--- config.mk ---
export PLATFORM = sky130hd
export DESIGN_NAME = word_serializer
export DESIGN_NICKNAME = d
export VERILOG_FILES = /design/src/rtl/word_serializer.sv
export SDC_FILE = /design/constraint.sdc
export NUM_CORES = 1
export LEC_CHECK = 0
export BUFFER_PORTS_ARGS = -buffer_cell sky130_fd_sc_hd__buf_4
export CAP_MARGIN = 20
export CORE_AREA = 4 4 41 43
export CTS_BUF_LIST = sky130_fd_sc_hd__clkbuf_8
export DETAILED_ROUTE_END_ITERATION = 8
export DIE_AREA = 0 0 45 47
export GPL_TIMING_DRIVEN = 0
export HOLD_SLACK_MARGIN = 0.06
export PLACE_DENSITY = 0.61
export SYNTH_ARGS = -nofsm -noshare
export SYNTH_HDL_FRONTEND = slang
export SYNTH_SLANG_ARGS = --single-unit
--- constraint.sdc ---
create_clock -name clk -period 1.15 [get_ports clk]
set_clock_uncertainty 0.15 [all_clocks]
set_input_delay 0.1725 -clock clk [delete_from_list [all_inputs] [get_ports clk]]
set_output_delay 0.1725 -clock clk [all_outputs]
set_load 0.005 [all_outputs]
--- src/rtl/word_serializer.sv ---
// Parallel-to-serial front end: accepts a WIDTH-bit word over valid/ready and
// streams it LSB first with first/last strobes, back-to-back words without bubbles.
module word_serializer #(
  parameter int WIDTH = 4
) (
  input  logic             clk,
  input  logic             rst_n,
  input  logic [WIDTH-1:0] in_data,
  input  logic             in_valid,
  output logic             in_ready,
  output logic             ser_bit,
  output logic             ser_first,
  output logic             ser_last,
  output logic             ser_valid
);

  localparam int CW = (WIDTH > 1) ? $clog2(WIDTH) : 1;
  localparam logic [CW-1:0] LAST_CNT = CW'(WIDTH - 1);
  localparam logic [CW-1:0] ONE_CNT  = CW'(1);

  typedef enum logic {
    IDLE  = 1'b0,
    SHIFT = 1'b1
  } state_t;

  state_t           r_state;
  logic [CW-1:0]    r_cnt;
  logic [WIDTH-1:0] r_shreg;
  logic             r_ser_bit;
  logic             r_ser_first;
  logic             r_ser_last;
  logic             r_ser_valid;

  logic w_at_last;
  logic w_in_ready;
  logic w_accept;

  // Acceptance depends on state only, so in_ready reads high throughout reset.
  always_comb begin
    w_at_last  = (r_cnt == LAST_CNT);
    w_in_ready = (r_state == IDLE) || ((r_state == SHIFT) && w_at_last);
    w_accept   = in_valid && w_in_ready;
  end

  // Single FSM: outputs are registered alongside the shift state they describe.
  always_ff @(posedge clk or negedge rst_n) begin
    if (!rst_n) begin
      r_state     <= IDLE;
      r_cnt       <= '0;
      r_shreg     <= '0;
      r_ser_bit   <= 1'b0;
      r_ser_first <= 1'b0;
      r_ser_last  <= 1'b0;
      r_ser_valid <= 1'b0;
    end else if (w_accept) begin
      r_state     <= SHIFT;
      r_cnt       <= '0;
      r_shreg     <= in_data;
      r_ser_bit   <= in_data[0];
      r_ser_first <= 1'b1;
      r_ser_last  <= 1'b0;
      r_ser_valid <= 1'b1;
    end else begin
      case (r_state)
        SHIFT: begin
          if (!w_at_last) begin
            // Next output bit is shreg[1], visible once the shift lands.
            r_state     <= SHIFT;
            r_cnt       <= r_cnt + ONE_CNT;
            r_shreg     <= {1'b0, r_shreg[WIDTH-1:1]};
            r_ser_bit   <= r_shreg[1];
            r_ser_first <= 1'b0;
            r_ser_last  <= ((r_cnt + ONE_CNT) == LAST_CNT);
            r_ser_valid <= 1'b1;
          end else begin
            r_state     <= IDLE;
            r_cnt       <= '0;
            r_shreg     <= '0;
            r_ser_bit   <= 1'b0;
            r_ser_first <= 1'b0;
            r_ser_last  <= 1'b0;
            r_ser_valid <= 1'b0;
          end
        end
        default: begin
          r_state     <= IDLE;
          r_cnt       <= '0;
          r_shreg     <= '0;
          r_ser_bit   <= 1'b0;
          r_ser_first <= 1'b0;
          r_ser_last  <= 1'b0;
          r_ser_valid <= 1'b0;
        end
      endcase
    end
  end

  assign in_ready  = w_in_ready;
  assign ser_bit   = r_ser_bit;
  assign ser_first = r_ser_first;
  assign ser_last  = r_ser_last;
  assign ser_valid = r_ser_valid;

endmodule

==> impl_table.tex <==
\begin{tabular}{lr}
\hline
Metric & Value \\
\hline
\multicolumn{2}{l}{\textbf{Floorplanning}} \\
\quad Num ports & 12 \\
\quad DIE WIDTH & 45 µm \\
\quad Num rows & 13 \\
\quad Starting density of the core & around 28\% \\
\quad Core Box Area & 1301 µm² \\
\quad Overall die area & roughly 2100 µm² \\
\quad Die Y-Extent & 47 µm \\
\multicolumn{2}{l}{\textbf{Timing}} \\
\quad Slew @ Worst Pin & roughly 0.14 ns \\
\quad Endpoints failing setup & 10 \\
\quad Period utilisation layout & 124.4\% \\
\quad Final Max Slew Viols & 0 \\
\quad Final WS setup & -0.2811 ns \\
\quad Max-Slew Margin vs Limit & around nine tenths \\
\quad Setup TNS & -1.004 ns \\
\quad Max Clk Rate & $\sim$700 MHz \\
\quad RSZ-0062 raised after global routing & true \\
\quad Min cycle time layout & 1.431 ns \\
\quad Hold violation count in the final report & 0 \\
\multicolumn{2}{l}{\textbf{Critical path}} \\
\quad Critical R2R Launch & r\_cnt[0] \\
\quad CP Buf/Inv Count & 2 \\
\quad Maximum fanout along the worst path & 5 \\
\quad Flop-to-flop setup slack & -0.17 ns \\
\quad Chain of cells forming the critical path & ha\_4 -> nor2b\_4 -> inv\_2 -> buf\_6 \\
\quad Worst Setup End Kind & primary output \\
\quad Crit start category & flop \\
\quad WP data required & between 0.8 and 0.9 ns \\
\quad Worst setup path startpoint & r\_cnt[1] \\
\quad Family of cells with the greatest summed delay on the critical path & flip-flops \\
\quad Maximum cell stage delay along the critical path & 0.41 ns \\
\quad Slowest-stage cell, CP & sky130\_fd\_sc\_hd\_\_dfrtp\_1 \\
\quad Class of the most critical setup path & flop to primary output \\
\quad Data arrival time of the critical path & 1.11 ns \\
\multicolumn{2}{l}{\textbf{Worst hold path}} \\
\quad Launch instance of the worst min-delay path & in\_data[1] \\
\quad Hold Path Class & input pin to flop \\
\multicolumn{2}{l}{\textbf{Global route}} \\
\quad GRT Resource Usage Total & 9.657\% \\
\quad Antenna violations before repair & 0 \\
\quad Via count of the first global-routing pass & 315 \\
\quad Pin count of the biggest net entering global routing & 10 \\
\quad First-pass GRT wire length & 1.338 mm \\
\quad Global route overflow & 0 \\
\multicolumn{2}{l}{\textbf{Pwr}} \\
\quad Power Internal & 0.001097 W \\
\quad Leakage power of the design & 0.3259 nW \\
\quad Combinational fraction of design power & a little over two fifths \\
\quad Total power density per cell area & 2384 nW/µm² \\
\quad Peak supply drop & just under 1000 µV \\
\quad Sequential fraction of design power & between 30\% and 40\% \\
\quad Net Sw Frac & 28.02\% \\
\quad Total net switching power & about 0.00043 W \\
\quad Part of the power in the clock network & a little under a quarter \\
\multicolumn{2}{l}{\textbf{Synth}} \\
\quad Leading area contributor after synthesis & sky130\_fd\_sc\_hd\_\_dfrtp\_1 \\
\quad Synth async-reset ratio & 100.0\% \\
\quad Ys Warns & 0 \\
\quad Top-area cell type share of the netlist area & between 60\% and 70\% \\
\quad Number of flops mapped to enable cells by yosys & 0 \\
\quad Predominant post-synthesis flop cell & sky130\_fd\_sc\_hd\_\_dfrtp\_1 \\
\quad Post-Syn Area & 364.1 µm² \\
\quad Nets in the synthesized netlist & 39 \\
\quad Flip-flop and latch count after synthesis & 9 \\
\quad Cell variety after synth & 13 \\
\quad Syn Inst Count & 30 \\
\quad Seq/Total Area, Yosys & between 60\% and 70\% \\
\quad Syn Area/Cell & 12.14 µm² \\
\quad Leading cell types by total area after synthesis & sky130\_fd\_sc\_hd\_\_dfrtp\_1 (62\%), sky130\_fd\_sc\_hd\_\_ha\_1 (6.9\%), sky130\_fd\_sc\_hd\_\_nand3b\_1 (6.2\%) \\
\multicolumn{2}{l}{\textbf{Drt}} \\
\quad Number of nets still failing antenna checks after routing & 0 \\
\quad DR iter-0 viols & 1 \\
\quad First-pass iteration count of the detailed router & 2 \\
\quad Count of vias placed by the detailed router & between 300 and 400 \\
\quad Drt via density & 4.250 \\
\quad Post-detailed-route wirelength per cell & 10.94 µm \\
\quad DRC Markers & 0 \\
\quad Total wire length & 788 µm \\
\multicolumn{2}{l}{\textbf{Placed design}} \\
\quad Post-placement cell area & around 470 µm² \\
\quad Last weighted congestion value of the routability-driven placer & between 0.6 and 0.7 \\
\quad Number of buffers added on ports & 11 \\
\quad Detailed placement HPWL & 473.3 µm \\
\multicolumn{2}{l}{\textbf{Clocking}} \\
\quad Maximum buffer depth of the clock tree & 2 \\
\quad Post-CTS clock slew at the launch and capture registers of the worst setup and hold paths & 0.05 ns \\
\quad Clock tree from TritonCTS & done \\
\quad Clock sinks & 9 \\
\quad Max H-tree Level & 1 \\
\quad Worst-Skew Late Latency & $\sim$0.23 ns \\
\quad Total clock buffers created by CTS & 3 \\
\quad Cell at the root of the clock tree & sky130\_fd\_sc\_hd\_\_clkbuf\_8 \\
\multicolumn{2}{l}{\textbf{Final layout}} \\
\quad Synthesis-to-finish area growth & 75.60\% \\
\quad Final net count & 67 \\
\quad Count of antenna diodes in the layout & 0 \\
\quad Final instance area & around 640 µm² \\
\quad Fraction of layout cells with a size suffix above 1 & a little under half \\
\multicolumn{2}{l}{\textbf{Status}} \\
\quad Violations in the final reports & negative setup slack \\
\quad Outcome & finished, violations left \\
\multicolumn{2}{l}{\textbf{Job}} \\
\quad Number of maximum-capacitance constraint violations & 0 \\
\hline
\end{tabular}
==> tightest hold or removal path: cells and delay by family <==
family | cells | cell delay [ns]
buffers and inverters | 1 | 0.11
AO/OA/AOI/OAI | 1 | 0.06
AND/OR/NAND/NOR | 1 | 0.06
==> layout make-up <==
type                       count  area (µm²)
multi-input combinational     19       148.9
sequential                     9       226.5
timing repair buffer          23       192.7
tap                           15       18.77
clock inverter                 1       3.754
inverter                       2       7.507
fill                         128       661.9
clock buffer                   3       41.29
==> stage by stage <==
step	hold slack (ns)	setup slack [ns]	cells	utilization, %	total power [W]
global placement	-0.1489	-0.1074	56	35.96	0.0008999
detailed placement	-0.1466	-0.1212	56	35.96	0.0009144
CTS	0.06168	-0.2845	70	47.31	0.001462
floorplan	-0.2731	-0.001650	30	-	0.0007287
global route	0.07948	-0.3181	72	49.13	0.001647
finish	0.06255	-0.2811	72	49.13	0.001524
==> what timing repair did <==
item | in CTS | in global routing
pin swaps | 1 | 0
gates cloned | 0 | 0
buffers inserted | 5 | 3
setup endpoints to repair | 4 | 10
hold buffers | 5 | 0
hold endpoints to repair | 13 | 0
resized for setup | 3 | 3
==> path summary, 6_finish.rpt <==
path,end,depth (start not counted)
min in group asynchronous,r_shreg[3],2
hold / removal,r_shreg[1],3
setup reg to reg,r_cnt[1],5
hold reg to reg,r_shreg[1],2
max in group asynchronous,ser_valid,2
setup / recovery,in_ready,4
==> per-layer routing <==
metal	share of wire [%]	up-vias	wire, µm	GRT usage, %
li1	-	152	-	-
met1	42	147	332	9.836
met2	52	7	410	15.54
met3	5.6	0	44	3.448
met4	0	0	0	8.772
met5	0	-	0	0
==> logic make-up (layout without fill, tap and decap cells) <==
logic type / count (synthesis) / after routing / synth area share [%]
buffers and inverters: 2 / 29 / 2.060
AO/OA/AOI/OAI: 3 / 3 / 4.123
AND/OR/NAND/NOR: 14 / 14 / 25.09
adder cells (fa/ha/maj): 2 / 2 / 6.872
flip-flops: 9 / 9 / 61.86
==> power by group through the flow <==
stage	clock, W	sequential, W	combinational [W]
global placement	0	0.000505	0.000395
CTS	0.000371	0.000504	0.000587
global route	0.000392	0.000519	0.000736
floorplan	0	0.000499	0.000229
detailed placement	0	0.000510	0.000405
finish	0.000363	0.000505	0.000656
==> cell usage after synthesis (2+ instances only) <==
| library cell | n |
|---|---|
| sky130_fd_sc_hd__dfrtp_1 | 9 |
| sky130_fd_sc_hd__ha_1 | 2 |
| sky130_fd_sc_hd__and3_1 | 2 |
| sky130_fd_sc_hd__nand2_1 | 4 |
| sky130_fd_sc_hd__o21ai_0 | 3 |
| sky130_fd_sc_hd__nand3b_1 | 3 |
==> sequential cells by signal, indices dropped and copies added (netlist names) <==
name	count
ser_bit	1
ser_last	1
ser_first	1
r_cnt	2
ser_valid	1
r_shreg	3
==> cells in the final DEF (no fill, tap or decap), drive strengths merged <==
cell          n
nor2b         2
inv           3
clkbuf        3
ha            2
and3          2
and2          1
buf          18
nand3b        3
and3b         1
o21ai         3
dfrtp         9
nand2b        1
dlygate4sd3   5
nand2         4
(Power assumes the default switching activity.)
